[src/rtl/vga_pkg.sv]
// Shared VGA pixel-path definitions: colour type, active-area size and common colours.
package vga_pkg;

    localparam int unsigned DEF_COLOR_W = 24;
    localparam int unsigned H_ACTIVE    = 640;
    localparam int unsigned V_ACTIVE    = 480;

    typedef logic [DEF_COLOR_W-1:0] rgb_t;

    localparam rgb_t COLOR_BLACK   = 24'h000000;
    localparam rgb_t COLOR_WHITE   = 24'hFFFFFF;
    localparam rgb_t COLOR_RED     = 24'hFF0000;
    localparam rgb_t COLOR_GREEN   = 24'h00FF00;
    localparam rgb_t COLOR_BLUE    = 24'h0000FF;
    localparam rgb_t COLOR_MAGENTA = 24'hFF00FF;
    localparam rgb_t KEY_DEFAULT   = COLOR_GREEN;

    typedef enum logic {
        StIdle,
        StRun
    } anim_state_e;

    // Scale shift 3 is not a legal zoom; it folds onto 4x.
    function automatic logic [1:0] clamp_scale(input logic [1:0] sh);
        return (sh == 2'd3) ? 2'd2 : sh;
    endfunction

endpackage

[src/rtl/sprite_anim_ctrl.sv]
// Animation sequencer: divides video frames down and steps the sprite frame index.
module sprite_anim_ctrl
    import vga_pkg::*;
#(
    parameter int unsigned FRAMES = 4,
    parameter int unsigned IDX_W  = (FRAMES > 1) ? $clog2(FRAMES) : 1
) (
    input  logic             vga_clk,
    input  logic             rst,
    input  logic             frame_start,
    input  logic             anim_en,
    input  logic [7:0]       anim_div,
    output logic [IDX_W-1:0] frame_idx
);

    anim_state_e      r_state;
    anim_state_e      w_state_next;
    logic [7:0]       r_div_cnt;
    logic [7:0]       w_div_cnt_next;
    logic [IDX_W-1:0] r_frame_idx;
    logic [IDX_W-1:0] w_frame_idx_next;
    logic [7:0]       w_div_last;

    always_ff @(posedge vga_clk) begin
        if (rst) begin
            r_state     <= StIdle;
            r_div_cnt   <= 8'd0;
            r_frame_idx <= '0;
        end else begin
            r_state     <= w_state_next;
            r_div_cnt   <= w_div_cnt_next;
            r_frame_idx <= w_frame_idx_next;
        end
    end

    always_comb begin
        w_state_next     = anim_en ? StRun : StIdle;
        w_div_cnt_next   = r_div_cnt;
        w_frame_idx_next = r_frame_idx;
        w_div_last       = (anim_div == 8'd0) ? 8'd0 : anim_div - 8'd1;
        case (r_state)
            StRun: begin
                if (frame_start) begin
                    // >= so a divider lowered below the running count wraps on the next pulse
                    if (r_div_cnt >= w_div_last) begin
                        w_div_cnt_next   = 8'd0;
                        w_frame_idx_next = (r_frame_idx == IDX_W'(FRAMES - 1)) ?
                                           '0 : r_frame_idx + 1'b1;
                    end else begin
                        w_div_cnt_next = r_div_cnt + 8'd1;
                    end
                end
            end
            default: begin
            end
        endcase
    end

    assign frame_idx = r_frame_idx;

endmodule

[src/rtl/sprite_layer.sv]
// Sprite renderer: hit test and ROM addressing against shadowed origin/scale, then a
// fixed-latency delay line and colour-key transparency stage.
module sprite_layer
    import vga_pkg::*;
#(
    parameter int unsigned W        = 300,
    parameter int unsigned H        = 100,
    parameter int unsigned FRAMES   = 4,
    parameter int unsigned ADDR_W   = 17,
    parameter int unsigned COLOR_W  = DEF_COLOR_W,
    parameter int unsigned ROM_LAT  = 1,
    parameter logic [COLOR_W-1:0] KEY_COLOR = COLOR_W'(KEY_DEFAULT)
) (
    input  logic               vga_clk,
    input  logic               rst,
    input  logic [9:0]         pos_x,
    input  logic [9:0]         pos_y,
    input  logic               pos_valid,
    input  logic               frame_start,
    input  logic [9:0]         org_x,
    input  logic [9:0]         org_y,
    input  logic [1:0]         scale_sh,
    input  logic               anim_en,
    input  logic [7:0]         anim_div,
    output logic [ADDR_W-1:0]  rom_addr,
    input  logic [COLOR_W-1:0] rom_data,
    output logic               out_valid,
    output logic               out_hit,
    output logic [COLOR_W-1:0] out_data
);

    localparam int unsigned IDX_W    = (FRAMES > 1) ? $clog2(FRAMES) : 1;
    localparam int unsigned U_W      = (W > 1) ? $clog2(W) : 1;
    localparam int unsigned V_W      = (H > 1) ? $clog2(H) : 1;
    localparam int unsigned FRAME_SZ = W * H;
    localparam int unsigned DLY      = ROM_LAT + 1;

    logic [9:0]         r_org_x;
    logic [9:0]         r_org_y;
    logic [1:0]         r_scale;
    logic [IDX_W-1:0]   w_frame_idx;

    logic [9:0]         w_dx;
    logic [9:0]         w_dy;
    logic [12:0]        w_w_lim;
    logic [12:0]        w_h_lim;
    logic               w_hit;
    logic [U_W-1:0]     w_u;
    logic [V_W-1:0]     w_v;

    logic [U_W-1:0]     r_a_u;
    logic [V_W-1:0]     r_a_v;
    logic [IDX_W-1:0]   r_a_frame;
    logic               r_a_hit;
    logic               r_a_valid;

    logic [ADDR_W-1:0]  w_addr;
    logic [ADDR_W-1:0]  r_rom_addr;
    logic [DLY-1:0]     r_hit_dly;
    logic [DLY-1:0]     r_vld_dly;

    logic               w_opaque;
    logic               r_out_valid;
    logic               r_out_hit;
    logic [COLOR_W-1:0] r_out_data;

    sprite_anim_ctrl #(
        .FRAMES (FRAMES),
        .IDX_W  (IDX_W)
    ) u_anim (
        .vga_clk     (vga_clk),
        .rst         (rst),
        .frame_start (frame_start),
        .anim_en     (anim_en),
        .anim_div    (anim_div),
        .frame_idx   (w_frame_idx)
    );

    // Placement only changes between video frames so a moving sprite never tears.
    always_ff @(posedge vga_clk) begin
        if (rst) begin
            r_org_x <= 10'd0;
            r_org_y <= 10'd0;
            r_scale <= 2'd0;
        end else if (frame_start) begin
            r_org_x <= org_x;
            r_org_y <= org_y;
            r_scale <= clamp_scale(scale_sh);
        end
    end

    always_comb begin
        w_dx    = pos_x - r_org_x;
        w_dy    = pos_y - r_org_y;
        w_w_lim = 13'(W) << r_scale;
        w_h_lim = 13'(H) << r_scale;
        w_hit   = pos_valid && ({3'b000, w_dx} < w_w_lim) && ({3'b000, w_dy} < w_h_lim);
        w_u     = U_W'(w_dx >> r_scale);
        w_v     = V_W'(w_dy >> r_scale);
    end

    always_ff @(posedge vga_clk) begin
        if (rst) begin
            r_a_u     <= '0;
            r_a_v     <= '0;
            r_a_frame <= '0;
            r_a_hit   <= 1'b0;
            r_a_valid <= 1'b0;
        end else begin
            r_a_u     <= w_u;
            r_a_v     <= w_v;
            r_a_frame <= w_frame_idx;
            r_a_hit   <= w_hit;
            r_a_valid <= pos_valid;
        end
    end

    // Constant multipliers; synthesis reduces these to shift-add trees.
    assign w_addr = ADDR_W'(r_a_frame * FRAME_SZ) + ADDR_W'(r_a_v * W) + ADDR_W'(r_a_u);

    always_ff @(posedge vga_clk) begin
        if (rst) begin
            r_rom_addr <= '0;
            r_hit_dly  <= '0;
            r_vld_dly  <= '0;
        end else begin
            r_rom_addr <= r_a_hit ? w_addr : '0;
            r_hit_dly  <= {r_hit_dly[DLY-2:0], r_a_hit};
            r_vld_dly  <= {r_vld_dly[DLY-2:0], r_a_valid};
        end
    end

    // Last tap of the delay line lines up with rom_data for the same pixel.
    assign w_opaque = r_hit_dly[DLY-1] && (rom_data != KEY_COLOR);

    always_ff @(posedge vga_clk) begin
        if (rst) begin
            r_out_valid <= 1'b0;
            r_out_hit   <= 1'b0;
            r_out_data  <= '0;
        end else begin
            r_out_valid <= r_vld_dly[DLY-1];
            r_out_hit   <= w_opaque;
            r_out_data  <= w_opaque ? rom_data : '0;
        end
    end

    assign rom_addr  = r_rom_addr;
    assign out_valid = r_out_valid;
    assign out_hit   = r_out_hit;
    assign out_data  = r_out_data;

endmodule

[config.mk]
export PLATFORM = sky130hd
export DESIGN_NAME = sprite_layer
export DESIGN_NICKNAME = d
export VERILOG_FILES = /design/src/rtl/vga_pkg.sv /design/src/rtl/sprite_anim_ctrl.sv /design/src/rtl/sprite_layer.sv
export SDC_FILE = /design/constraint.sdc
export NUM_CORES = 1
export LEC_CHECK = 0
export BUFFER_PORTS_ARGS = -buffer_cell sky130_fd_sc_hd__buf_2
export CORE_ASPECT_RATIO = 0.8
export CORE_MARGIN = 2
export CORE_UTILIZATION = 40
export DETAILED_ROUTE_END_ITERATION = 16
export SYNTH_ARGS = -nofsm -noshare
export SYNTH_HDL_FRONTEND = slang
export SYNTH_SLANG_ARGS = --single-unit
[constraint.sdc]
create_clock -name vga_clk -period 6.2 [get_ports vga_clk]
set_clock_uncertainty 0.2 [all_clocks]
set_input_delay 0.93 -clock vga_clk [delete_from_list [all_inputs] [get_ports vga_clk]]
set_output_delay 0.93 -clock vga_clk [all_outputs]
set_load 0.005 [all_outputs]
**Word-level counts from Yosys, hierarchy flattened**

Index checks and enable logic that the tools add are counted.

- Memories kept: 0
- Bits in registers: 100
- Latch bits: 0
- Output and inout port bits: 43
- ROM bits: 0
- Memory bits (writable): 0

- Equal/unequal tests: 3
- Multiplexer cells: 5
- Reductions and logical operators: 8
- Shifts and indexed selects: 4
- Order comparisons: 3
- Add/subtract/negate cells: 7
- Divide/modulo/power cells: 0
- Multiply operators: 2
- Bitwise logic cells: 2

Operator list:

| kind | count |
|---|---|
| $lt A10 B13 Y1 | 2 |
| $ne A24 B16 Y1 const B | 1 |
| $sub A10 B10 Y10 | 2 |
| $add A17 B16 Y17 | 1 |
| $add A17 B9 Y17 | 1 |
| $mux W8 | 2 |
| $mul A7 B7 Y14 const B | 1 |
| $mul A2 B11 Y13 const B | 1 |
| $shl A7 B2 Y13 const A | 1 |
| $shl A9 B2 Y13 const A | 1 |
| $shr A10 B2 Y7 | 1 |
| $shr A10 B2 Y9 | 1 |
| $add A8 B1 Y8 const B | 1 |
| $ge A8 B8 Y1 | 1 |
| $logic_not A8 Y1 | 1 |
| $sub A8 B1 Y8 const B | 1 |
| $eq A2 B2 Y1 const B | 2 |
| $mux W2 | 2 |
| $reduce_or A2 Y1 | 2 |
| $logic_and A1 B1 Y1 | 3 |
| $reduce_and A3 Y1 | 1 |
| $add A2 B1 Y2 const B | 1 |
| $not A1 Y1 | 2 |
| $reduce_and A2 Y1 | 1 |
| $mux W1 | 1 |

**Depth between registers and ports, before layout**

Gate-level depths: netlist (run 1).

- Word-level depth: 4
- Mapped depth: 18
- Depth with buffers taken out: 18

**Hierarchy**

A second synthesis (run 1) with hierarchy kept.

- Cells, all modules: 709
- Area total of the unflattened synthesis: 6677.7 um^2

Modules (own cells, without submodules):

| module | times used | area an instance (um^2) | sequential area each (um^2) | cells each |
|---|---|---|---|---|
| sprite_layer | 1 | 5864.4 | 1781.7 | 617 |
| sprite_anim_ctrl | 1 | 813.3 | 220.2 | 92 |

**Worst setup path before layout (run 1)**

OpenSTA, ideal clock, no wires.

- Path type: register to register
- Start point: register r_a_v[5]
- End point: register r_rom_addr[15] (netlist: rom_addr[15])
- Buffers on the path: 0
- Required time: 5.928 ns
- Period minus slack after synthesis: 4.466 ns
- Library setup time: 0.072 ns
- Arrival: 4.195 ns
- Setup slack: 1.734 ns
- Stages on the path, launching flop included: 17
- Path through: dfxtp_1 ha_1 ha_1 ha_1 inv_1 fa_1 inv_1 ha_1 xnor2_1 fa_1 ha_1 or2_2 or3_1 o21ai_0 nor3b_1 a221oi_1 mux2i_1

- Cells in the longest elaborated chain, start to end: 3

Ends and longest elaborated chain:

| element | line | RTL |
|---|---|---|
| start: declaration | sprite_layer.sv:52 | `logic [V_W-1:0] r_a_v;` |
| start signal: assignment | sprite_layer.sv:111 | `r_a_v <= w_v;` |
| $mul A7 B7 Y14 | sprite_layer.sv:119 | `assign w_addr = ADDR_W'(r_a_frame * FRAME_SZ) + ADDR_W'(r_a_v * W) + ADDR_W'(r_a_u);` |
| $add A17 B16 Y17 | sprite_layer.sv:119 |  |
| $add A17 B9 Y17 | sprite_layer.sv:119 |  |
| end signal: assignment | sprite_layer.sv:127 | `r_rom_addr <= r_a_hit ? w_addr : '0;` |
| end: declaration | sprite_layer.sv:58 | `logic [ADDR_W-1:0] r_rom_addr;` |

Every way passes these cells.
A chain may end at the register's enable or synchronous reset.

**Final worst setup path (run 1)**

Ends and elaborated chain as after synthesis.

==> reports/results.ini, run 1 <==
[outcome]
status = finished, final reports clean

[synthesis]
synthArstFlopShare_pct = 0
synth_nets = 940
synth_commonest_cells = 110 x ha_1, 100 x dfxtp_1, 64 x inv_1, 62 x nor2_1, 39 x and2_1
syn_avg_cell_area_um2 = 9.27
synth_seq_cells = 100
netlist_top_cells_area = dfxtp_1 29%, ha_1 20%, mux2i_1 4.0%
synth_top_area_share_pct = 29.3
ys_types = 72
yosysWarningCount = 0
yosysMostFrequentCell = ha_1
synthFlopType = dfxtp_1
yosysTopAreaCell = dfxtp_1
synth_edf_count = 0
synth_cells = 738
ys_seq_area_share_pct = 29.3
netlist_area_um2 = 6840

[worst_setup_path]
path_common_cell = ha_1
critPathMaxFanout = 4
worst_setup_path_end_kind = flip-flop
cp_data_required_time_ns = 6.29
arrival_ns = 4.83
critical_path.max_stage_delay_ns = 0.49
slowest_stage = fa_1
path_class = flip-flop to flip-flop
worstPathCellList = ha_1, ha_1, ha_1, inv_1, fa_1, inv_1, ha_1, xnor2_1, fa_1, ha_1, or2_2, or3_1, o21ai_0, nor3b_1, a221oi_1, mux2i_1
startpoint_type = flip-flop

[final_layout]
antennaDiodeCount = 0
multi_input_area_um2 = 4520
fill_cells = 1622
post-route-util_pct = 47.6
drive_gt1_share_pct = 18.5
syn_to_final_growth_pct = 16.0
final_cell_area_um2 = 7940
final_cells = 1075
num-nets-final = 1052
regArea_um2 = 2000

[placement]
gp_congestion = 0.791
dp_hpwl_um = 11100
place_inst = 1059
placed_cell_area_um2 = 7650
port_buffers = 121

[clock_network]
cts.clk_slew.worst_paths_ns = 0.08
post_cts_resized = 0
cts_tree = done
cts_buffers = 9
cts_htree_levels = 3
clk_latency_ns = 0.35
cts_hold_buf = 0
cts.sinks = 100
clk_path_buf_depth = 2
postCtsSetupBuffers = 0
cts_root_buffer = clkbuf_16

[timing]
timing.hold.ws_ns = 0.237
finalCritPeriodShare_pct = 76.4
fin_tns_setup_ns = 0
worstMarginPinSlew_ns = 0.950
finalHoldViolations = 0
maxSlewViolCount = 0
timing.fmax_mhz = 211
setup_viol = 0
relSlewSlack_pct = 36.7
rsz0062_at_grt = false
fin_crit_ns = 4.74

[worst_hold_path]
hold_class = flip-flop to flip-flop

[grt]
globalRouteOverflowTotal = 0
grt_pass1_wl_um = 23200
grt_pass1_vias = 4963
grt_antenna_before_repair = 0
grt_use_total_pct = 15.8
grt_start_max_net_pins = 44

[power_and_ir_drop]
p_leak_nw = 3.97
power_density_nw_per_um2 = 265
vdd_drop_max_mv = 0.159

[die]
core_um2 = 16700
die_w_um = 150
ios = 122
die_h_um = 121
die_area_um2 = 18200
rows = 42
initial_core_util_pct = 41.1

[run]
cap_violations = 0

[detailed_routing]
drtIter0Drc = 174
num_vias = 5284
postRouteWirelength_um = 13900
dr.pass1.iters = 4
route.detailed.drc = 0
avgRoutedWirePerCell_um = 12.9
drtAntennaViolNets = 0
via_per_inst = 4.92

## placed cells by master, fill, tap and decap left out, types with 13 or more instances in the layout
master	synthesis	layout
buf_2	2	121
ha_1	110	110
dfxtp_1	100	100
inv_1	64	64
nor2_1	62	62
and2_1	39	39
a21oi_1	33	33
nand2_1	32	32
mux2i_1	27	27
xnor2_1	23	23
a21o_1	18	18
o21ai_0	17	17
nor3_1	15	15
xor2_1	13	13
fa_1	13	13
## cell families (layout without fill, tap and decap cells)
kind of cell | after synthesis | after routing | synth area share [%]
muxes | 32 | 32 | 5.49
AOI/OAI and AO/OA | 152 | 152 | 15.8
adders and majority gates | 123 | 123 | 23.9
xor gates and xnor gates | 36 | 36 | 4.61
DFF | 100 | 100 | 29.3
buffers and inverters | 85 | 202 | 4.70
and+or+nand+nor | 210 | 210 | 16.2
## area by class of cell
cell class	instances	share of cell area (%)
Sequential cell	100	25.2
Clock inverter	7	0.820
Tap cell	220	3.47
Inverter	64	3.03
Timing Repair Buffer	122	7.72
Clock buffer	9	2.84
Multi-Input combinational cell	553	56.9
## routing by layer
layer / global-route usage [%] / routed length, um / vias to the layer above
met3: 3.95 / 740 / 6
met5: 0 / 0 / -
met1: 22.3 / 7240 / 2333
li1: - / - / 2833
met4: 3.01 / 93 / 0
met2: 24.5 / 5800 / 112
## metrics by stage
stage	power, W	worst slack (ns)
finish	0.00210	1.46
global route	0.00228	1.12
CTS	0.00213	1.46
detailed placement	0.00156	1.50
global placement	0.00156	1.54
floorplan	0.00138	1.73
## sequential cells by signal (all words and copies together), names as in the netlist
name,cells
r_a_frame,2
out_data,24
r_org_x,10
r_vld_dly,2
r_scale,2
rom_addr,17
u_anim.frame_idx,2
r_hit_dly,2
u_anim.r_state,1
r_org_y,10
r_a_hit,1
out_hit,1
r_a_u,9
r_a_valid,1
u_anim.r_div_cnt,8
r_a_v,7
out_valid,1
## report_power, final
group | leakage (nW) | internal [W] | total (W) | switching (W)
Clock | 0.140 | 0.000282 | 0.000552 | 0.000270
Combinational | 3.01 | 0.000386 | 0.000856 | 0.000470
Sequential | 0.816 | 0.000673 | 0.000696 | 0.0000229
## worst max-delay path, delay by kind of cell (launching register included)
family	cells	cell delay (ns)
AO/OA/AOI/OAI	2	0.44
AND/OR/NAND/NOR	3	0.75
multiplexers	1	0.22
adder cells (fa/ha/maj)	7	2.30
XOR/XNOR	1	0.23
buffers and inverters	2	0.09
flip-flops	1	0.43
## worst paths after layout
| kind | slack, ns | end | cells past startpoint | start |
|---|---|---|---|---|
| worst min register to register | 0.24 | r_hit_dly[1]$_SDFF_PP0_ | 1 | r_hit_dly[0]$_SDFF_PP0_ |
| worst max-delay path | 1.46 | rom_addr[15]$_SDFF_PP0_ | 16 | r_a_v[5]$_SDFF_PP0_ |
| worst min-delay path | 0.24 | r_hit_dly[1]$_SDFF_PP0_ | 1 | r_hit_dly[0]$_SDFF_PP0_ |
| worst max register to register | 1.46 | rom_addr[15]$_SDFF_PP0_ | 16 | r_a_v[5]$_SDFF_PP0_ |
No activity file was read; power rests on OpenSTA's default activity.
==> run 2: changes to the inputs <==
Settings changed: ABC_AREA set to 1.
Clock period 6.2 ns to 4.03 ns, I/O delays scaled along.
==> reports/results.ini, run 2 <==
[outcome]
status = finished, final reports clean

[grt]
grt_pass1_wl_um = 27100  ; +17%
grt_start_max_net_pins = 40  ; -9.1%
grt_use_total_pct = 18.2  ; +2.4 points
grt_pass1_vias = 5926  ; +19%
globalRouteOverflowTotal = 0  ; unchanged
grt_antenna_before_repair = 0  ; unchanged

[detailed_routing]
route.detailed.drc = 0  ; unchanged
drtIter0Drc = 333  ; +91%
met1_length_um = 8110  ; +12%
met2_length_um = 7010  ; +21%
num_vias = 6304  ; +19%
postRouteWirelength_um = 16000  ; +15%
wl_met3_um = 588  ; -21%
avgRoutedWirePerCell_um = 12.0  ; -7.1%
dr.pass1.iters = 5  ; +1
drtAntennaViolNets = 0  ; unchanged
via_per_inst = 4.74  ; -3.6%
top_layer = met4

[die]
die_w_um = 151  ; +0.67%
initial_core_util_pct = 40.4  ; -0.66 points
ios = 122  ; unchanged
die_h_um = 122  ; +0.66%
die_area_um2 = 18400  ; +1.3%
core_um2 = 17200  ; +3.0%
rows = 43  ; +2.4%

[synthesis]
ys_types = 42  ; -42%
ys_seq_area_share_pct = 28.9  ; -0.40 points
synth_cells = 944  ; +28%
yosysWarningCount = 0  ; unchanged
yosysTopAreaCell = dfxtp_1
synth_edf_count = 0  ; unchanged
syn_avg_cell_area_um2 = 7.35  ; -21%
synth_commonest_cells = 173 x nand2_1, 151 x inv_1, 110 x ha_1, 100 x dfxtp_1, 98 x nor2_1
netlist_top_cells_area = dfxtp_1 29%, ha_1 20%, nand2_1 9.4%
synth_nets = 1146  ; +22%
synth_seq_cells = 100  ; unchanged
yosysMostFrequentCell = nand2_1
synth_top_area_share_pct = 28.9  ; -0.40 points
netlist_area_um2 = 6930  ; +1.4%
synthFlopType = dfxtp_1
synthArstFlopShare_pct = 0  ; unchanged

[power_and_ir_drop]
power_w = 0.00394  ; +87%
power_density_nw_per_um2 = 449  ; +69%
p_leak_nw = 4.57  ; +15%
vdd_drop_max_mv = 0.224  ; +41%

[clock_network]
cts.sinks = 100  ; unchanged
cts_htree_levels = 3  ; unchanged
clk_path_buf_depth = 2  ; unchanged
cts.clk_slew.worst_paths_ns = 0.07  ; about the same
cts_root_buffer = clkbuf_16
cts_buffers = 9  ; unchanged
cts_tree = done
clk_latency_ns = 0.35  ; about the same
cts_hold_buf = 0  ; unchanged

[final_layout]
syn_to_final_growth_pct = 26.8
final_common_cell = nand2_1
largest_register_ffs = 24  ; unchanged
final_cells = 1330  ; +24%
final_cell_area_um2 = 8790  ; +11%
final_cell_mix = 168 x nand2_1, 144 x inv_1, 121 x buf_2, 96 x dfxtp_1, 91 x nor2_1
antennaDiodeCount = 0  ; unchanged
drive_gt1_share_pct = 23.2  ; +4.7 points
num-nets-final = 1302  ; +24%

[worst_setup_path]
path_class = flip-flop to flip-flop
critical_path.max_stage_delay_ns = 0.51  ; +0.02 ns
critPathMaxFanout = 4  ; unchanged
cp_data_required_time_ns = 4.08  ; -2.21 ns
worst_setup_path_end_kind = flip-flop
startpoint_type = flip-flop
slowest_stage = fa_1
worst-path-buf-inv = 4  ; +2
crit_family = adder cells
arrival_ns = 4.04  ; -0.79 ns

[timing]
timing.fmax_mhz = 250  ; +19%
finalHoldViolations = 0  ; unchanged
relSlewSlack_pct = 32.8  ; -3.8 points
timing.hold.ws_ns = 0.205  ; -0.0324 ns
rsz0062_at_grt = true
setup_viol = 0  ; unchanged
fin_tns_setup_ns = 0  ; unchanged
maxSlewViolCount = 0  ; unchanged
worstMarginPinSlew_ns = 1.01  ; +0.0566 ns
finalCritPeriodShare_pct = 99.1  ; +23 points
fin_crit_ns = 3.99  ; -0.745 ns

[placement]
placed_cell_area_um2 = 8060  ; +5.4%
gp_congestion = 0.846  ; +7.0%
port_buffers = 121  ; unchanged
dp_hpwl_um = 12700  ; +14%
place_inst = 1309  ; +24%

[run]
cap_violations = 0  ; unchanged

[worst_hold_path]
hold_class = flip-flop to flip-flop

## run 2: cell count changes after synthesis, moves of 10 or more
cell	change
a211oi_1	-11
nor2_1	+36
a21o_1	-16
nand3_1	+73
nand2_1	+141
inv_1	+87
nor3_1	-10
o21ai_0	+28
and2_1	-37
nand2b_1	-11
mux2i_1	-27
a21oi_1	+33
clkbuf_1	-10
xnor2_1	-15
## run 2: timing repair
item / in CTS / in global routing
gates cloned: 0 / 0
pin swaps: 25 / 33
gates resized for setup: 31 / 35
buffers inserted: 2 / 3
endpoints found under the hold margin: 0 / 0
setup endpoints to repair: 7 / 9
## run 2: cell type report
cell class | instances | area, um2
flip-flops and latches | 100 | 2010
repair buffers | 159 | 895
inverters | 153 | 577
fillers | 1664 | 8370
well taps | 225 | 282
clock inverters | 6 | 77.6
multi-input cells | 677 | 4710
clock buffers | 10 | 239
## run 2: worst paths after layout
path	endpoint	slack (ns)	from	depth (start not counted)
worst min-delay path	r_vld_dly[0]$_SDFF_PP0_	0.20	r_a_valid$_SDFF_PP0_	2
worst max-delay path	rom_addr[16]$_SDFF_PP0_	0.04	r_a_v[5]$_SDFF_PP0_	25
worst min register to register	r_vld_dly[0]$_SDFF_PP0_	0.20	r_a_valid$_SDFF_PP0_	2
worst max register to register	rom_addr[16]$_SDFF_PP0_	0.04	r_a_v[5]$_SDFF_PP0_	25
## run 2: worst min-delay path, delay by kind of cell (launching register included)
family / cells / cell delay [ns]
flip-flops: 1 / 0.30
buffers and inverters: 1 / 0.04
AND/OR/NAND/NOR: 1 / 0.03
## run 2: power by group
part / internal [W] / switching [W]
clock: 0.000511 / 0.000410
sequential: 0.00104 / 0.0000333
combinational: 0.000910 / 0.00104
total: 0.00246 / 0.00148
## run 2: routing by layer
| layer | GRT usage (%) | vias up |
|---|---|---|
| met1 | 25.4 | 2813 |
| met5 | 0 | - |
| met2 | 28.8 | 103 |
| li1 | - | 3371 |
| met3 | 3.11 | 17 |
| met4 | 5.32 | 0 |
## run 2: metrics by stage
step	utilization, %	worst slack (ns)
floorplan	-	0.00436
global placement	47.0	-0.204
detailed placement	47.0	-0.219
CTS	50.0	0.00194
global route	51.2	-0.293
finish	51.2	0.0362
## run 2: logic make-up after synthesis
| group | share of synthesized area (%) |
|---|---|
| adder cells (fa/ha/maj) | 23.6 |
| AND/OR/NAND/NOR | 24.3 |
| XOR/XNOR | 3.01 |
| buffers and inverters | 9.15 |
| flip-flops | 28.9 |
| AO/OA/AOI/OAI | 11.0 |
==> run 3: changes to the inputs <==
Settings changed: PLACE_DENSITY_LB_ADDON set to 0.3, SYNTH_HIERARCHICAL set to 1.
==> reports/results.ini, run 3 <==
[worst_setup_path]
cp_data_required_time_ns = 4.08  ; about the same
arrival_ns = 4.13  ; +0.09 ns
path_class = flip-flop to flip-flop
path_common_cell = ha_4
critical_path.max_stage_delay_ns = 0.53  ; +0.02 ns
startpoint_type = flip-flop
worstPathCellList = ha_4, ha_4, fa_1, ha_4, ha_4, a21oi_4, a21boi_4, nor2_2, nor2_1, xor2_1, inv_1, ha_4, ha_4, nand2_4, nor2_2, nand3_1, nand4_1, nand2_1, nand2_1, nor2_1
critPathMaxFanout = 5  ; +1
worst_setup_path_end_kind = flip-flop
slowest_stage = fa_1

[synthesis]
yosysMostFrequentCell = nand2_1
synth_cells = 962  ; +1.9%
synthFlopType = dfxtp_1
synth_commonest_cells = 184 x nand2_1, 154 x inv_1, 110 x ha_1, 108 x nor2_1, 100 x dfxtp_1
synth_nets = 1164  ; +1.6%
synthArstFlopShare_pct = 0  ; unchanged
ys_seq_area_share_pct = 28.5  ; -0.34 points
netlist_top_cells_area = dfxtp_1 29%, ha_1 20%, nand2_1 9.8%
synth_seq_cells = 100  ; unchanged
synth_top_area_share_pct = 28.5  ; -0.34 points
netlist_area_um2 = 7020  ; +1.2%
ys_types = 41  ; -2.4%
syn_avg_cell_area_um2 = 7.29  ; -0.70%
synth_edf_count = 0  ; unchanged
yosysWarningCount = 6  ; +6
yosysTopAreaCell = dfxtp_1

[clock_network]
cts_hold_buf = 0  ; unchanged
cts_root_buffer = clkbuf_16
clk_path_buf_depth = 2  ; unchanged
cts.sinks = 100  ; unchanged
cts_htree_levels = 3  ; unchanged
clk_latency_ns = 0.35  ; about the same
cts.clk_slew.worst_paths_ns = 0.07  ; about the same
cts_buffers = 9  ; unchanged
cts_tree = done

[timing]
fin_crit_ns = 4.08  ; +0.0866 ns
relSlewSlack_pct = 36.2  ; +3.4 points
fin_ws_ns = -0.0504  ; -0.0866 ns
maxSlewViolCount = 0  ; unchanged
finalCritPeriodShare_pct = 101  ; +2.1 points
finalHoldViolations = 0  ; unchanged
setup_viol = 4  ; +4
timing.fmax_mhz = 245  ; -2.1%
worstMarginPinSlew_ns = 0.956  ; -0.0506 ns
rsz0062_at_grt = true
fin_tns_setup_ns = -0.125  ; -0.125 ns

[detailed_routing]
num_vias = 6451  ; +2.3%
dr.pass1.iters = 5  ; unchanged
drtAntennaViolNets = 0  ; unchanged
avgRoutedWirePerCell_um = 12.6  ; +4.7%
drtIter0Drc = 270  ; -19%
route.detailed.drc = 0  ; unchanged
postRouteWirelength_um = 17000  ; +6.2%
via_per_inst = 4.78  ; +0.89%

[grt]
globalRouteOverflowTotal = 0  ; unchanged
grt_pass1_vias = 5916  ; -0.17%
grt_antenna_before_repair = 0  ; unchanged
grt_start_max_net_pins = 40  ; unchanged
grt_pass1_wl_um = 27700  ; +2.5%
grt_use_total_pct = 18.0  ; -0.14 points

[final_layout]
final_cell_mix = 167 x nand2_1, 152 x inv_1, 121 x buf_2, 99 x nor2_1, 96 x dfxtp_1
num-nets-final = 1321  ; +1.5%
antennaDiodeCount = 0  ; unchanged
final_common_cell = nand2_1
final_cells = 1349  ; +1.4%
drive_gt1_share_pct = 24.6  ; +1.5 points
syn_to_final_growth_pct = 29.5
largest_register_ffs = 24  ; unchanged

[power_and_ir_drop]
vdd_drop_max_mv = 0.314  ; +40%
p_leak_nw = 4.75  ; +3.9%
power_density_nw_per_um2 = 477  ; +6.3%

[die]
ios = 122  ; unchanged
die_h_um = 122  ; +0.57%
die_area_um2 = 18600  ; +1.2%
die_w_um = 152  ; +0.58%
core_um2 = 17300  ; +0.63%
initial_core_util_pct = 40.6  ; +0.23 points
rows = 43  ; unchanged

[placement]
gp_congestion = 0.865  ; +2.3%
dp_hpwl_um = 13000  ; +2.5%
dp_slack_ns = -0.268  ; -0.0487 ns
place_inst = 1328  ; +1.5%
port_buffers = 121  ; unchanged

[run]
cap_violations = 0  ; unchanged

[worst_hold_path]
hold_class = flip-flop to flip-flop

[outcome]
failed_checks = setup timing
status = complete, but fails checks

-- run 3: changes by cell type in the layout (fill, tap and decap cells not counted), sizes merged, moves of 3 or more --
cell,before,now
a21oi,68,64
o21ai,57,53
nor2,102,111
mux2i,0,4
nand2,175,189
nand3,82,77
inv,155,158
-- run 3: kinds of logic (layout without fill, tap and decap cells) --
logic type,after synthesis,in the layout,share of synthesized area [%]
and+or+nand+nor,411,411,25.2
buffers and inverters,168,330,9.08
AOI/OAI and AO/OA,133,133,10.1
adders and majority gates,123,123,23.3
DFF,100,100,28.5
xor gates and xnor gates,23,23,3.19
muxes,4,4,0.571
-- run 3: routing by layer --
| layer | GRT usage [%] | share of wire, % | routed length (um) | vias to the layer above |
|---|---|---|---|---|
| met5 | 0 | 0 | 0 | - |
| met2 | 28.5 | 44 | 7430 | 107 |
| met4 | 4.44 | 1.2 | 199 | 0 |
| met1 | 25.6 | 51 | 8700 | 2898 |
| li1 | - | - | - | 3433 |
| met3 | 3.25 | 3.6 | 615 | 13 |
-- run 3: area by class of cell --
cell class	count	area, um2
Clock buffer	10	239
Clock inverter	6	77.6
Fill cell	1672	8190
Inverter	155	582
Multi-Input combinational cell	694	5000
Sequential cell	100	2010
Tap cell	225	282
Timing Repair Buffer	159	898
-- run 3: metrics by stage --
stage / total power [W] / utilization (%) / cell area, um2 / hold WS (ns)
2_1_floorplan: 0.00220 / - / 7110 / 0.188
3_3_place_gp: 0.00272 / 47.4 / 8190 / 0.192
3_5_place_dp: 0.00274 / 47.4 / 8190 / 0.192
4_1_cts: 0.00391 / 50.5 / 8730 / 0.197
5_1_grt: 0.00464 / 52.6 / 9080 / 0.203
6_report: 0.00433 / 52.6 / 9080 / 0.194
-- run 3: critical path, delay by kind of cell, from the launching register on --
family,cells,cell delay (ns)
fa+ha+maj,7,2.05
simple gates,9,0.78
flops,1,0.37
compound gates,2,0.35
xor+xnor,1,0.16
buf+inv,1,0.09
-- run 3: final timing paths --
check	start	endpoint	slack (ns)	cells past startpoint
min reg2reg	r_vld_dly[0]$_SDFF_PP0_	r_vld_dly[1]$_SDFF_PP0_	0.19	2
max	r_a_v[4]$_SDFF_PP0_	rom_addr[15]$_SDFF_PP0_	-0.05	20
min	r_vld_dly[0]$_SDFF_PP0_	r_vld_dly[1]$_SDFF_PP0_	0.19	2
max reg2reg	r_a_v[4]$_SDFF_PP0_	rom_addr[15]$_SDFF_PP0_	-0.05	20
-- run 3: report_power, final --
| group | switching [W] | internal (W) |
|---|---|---|
| registers | 0.0000291 | 0.00104 |
| clock network | 0.000417 | 0.000511 |
| logic | 0.00130 | 0.00104 |
-- run 3: what timing repair did --
action / in CTS / in global routing
gates resized for setup: 43 / 62
pin swaps: 25 / 51
setup endpoints to repair: 8 / 9
setup buffers: 1 / 4
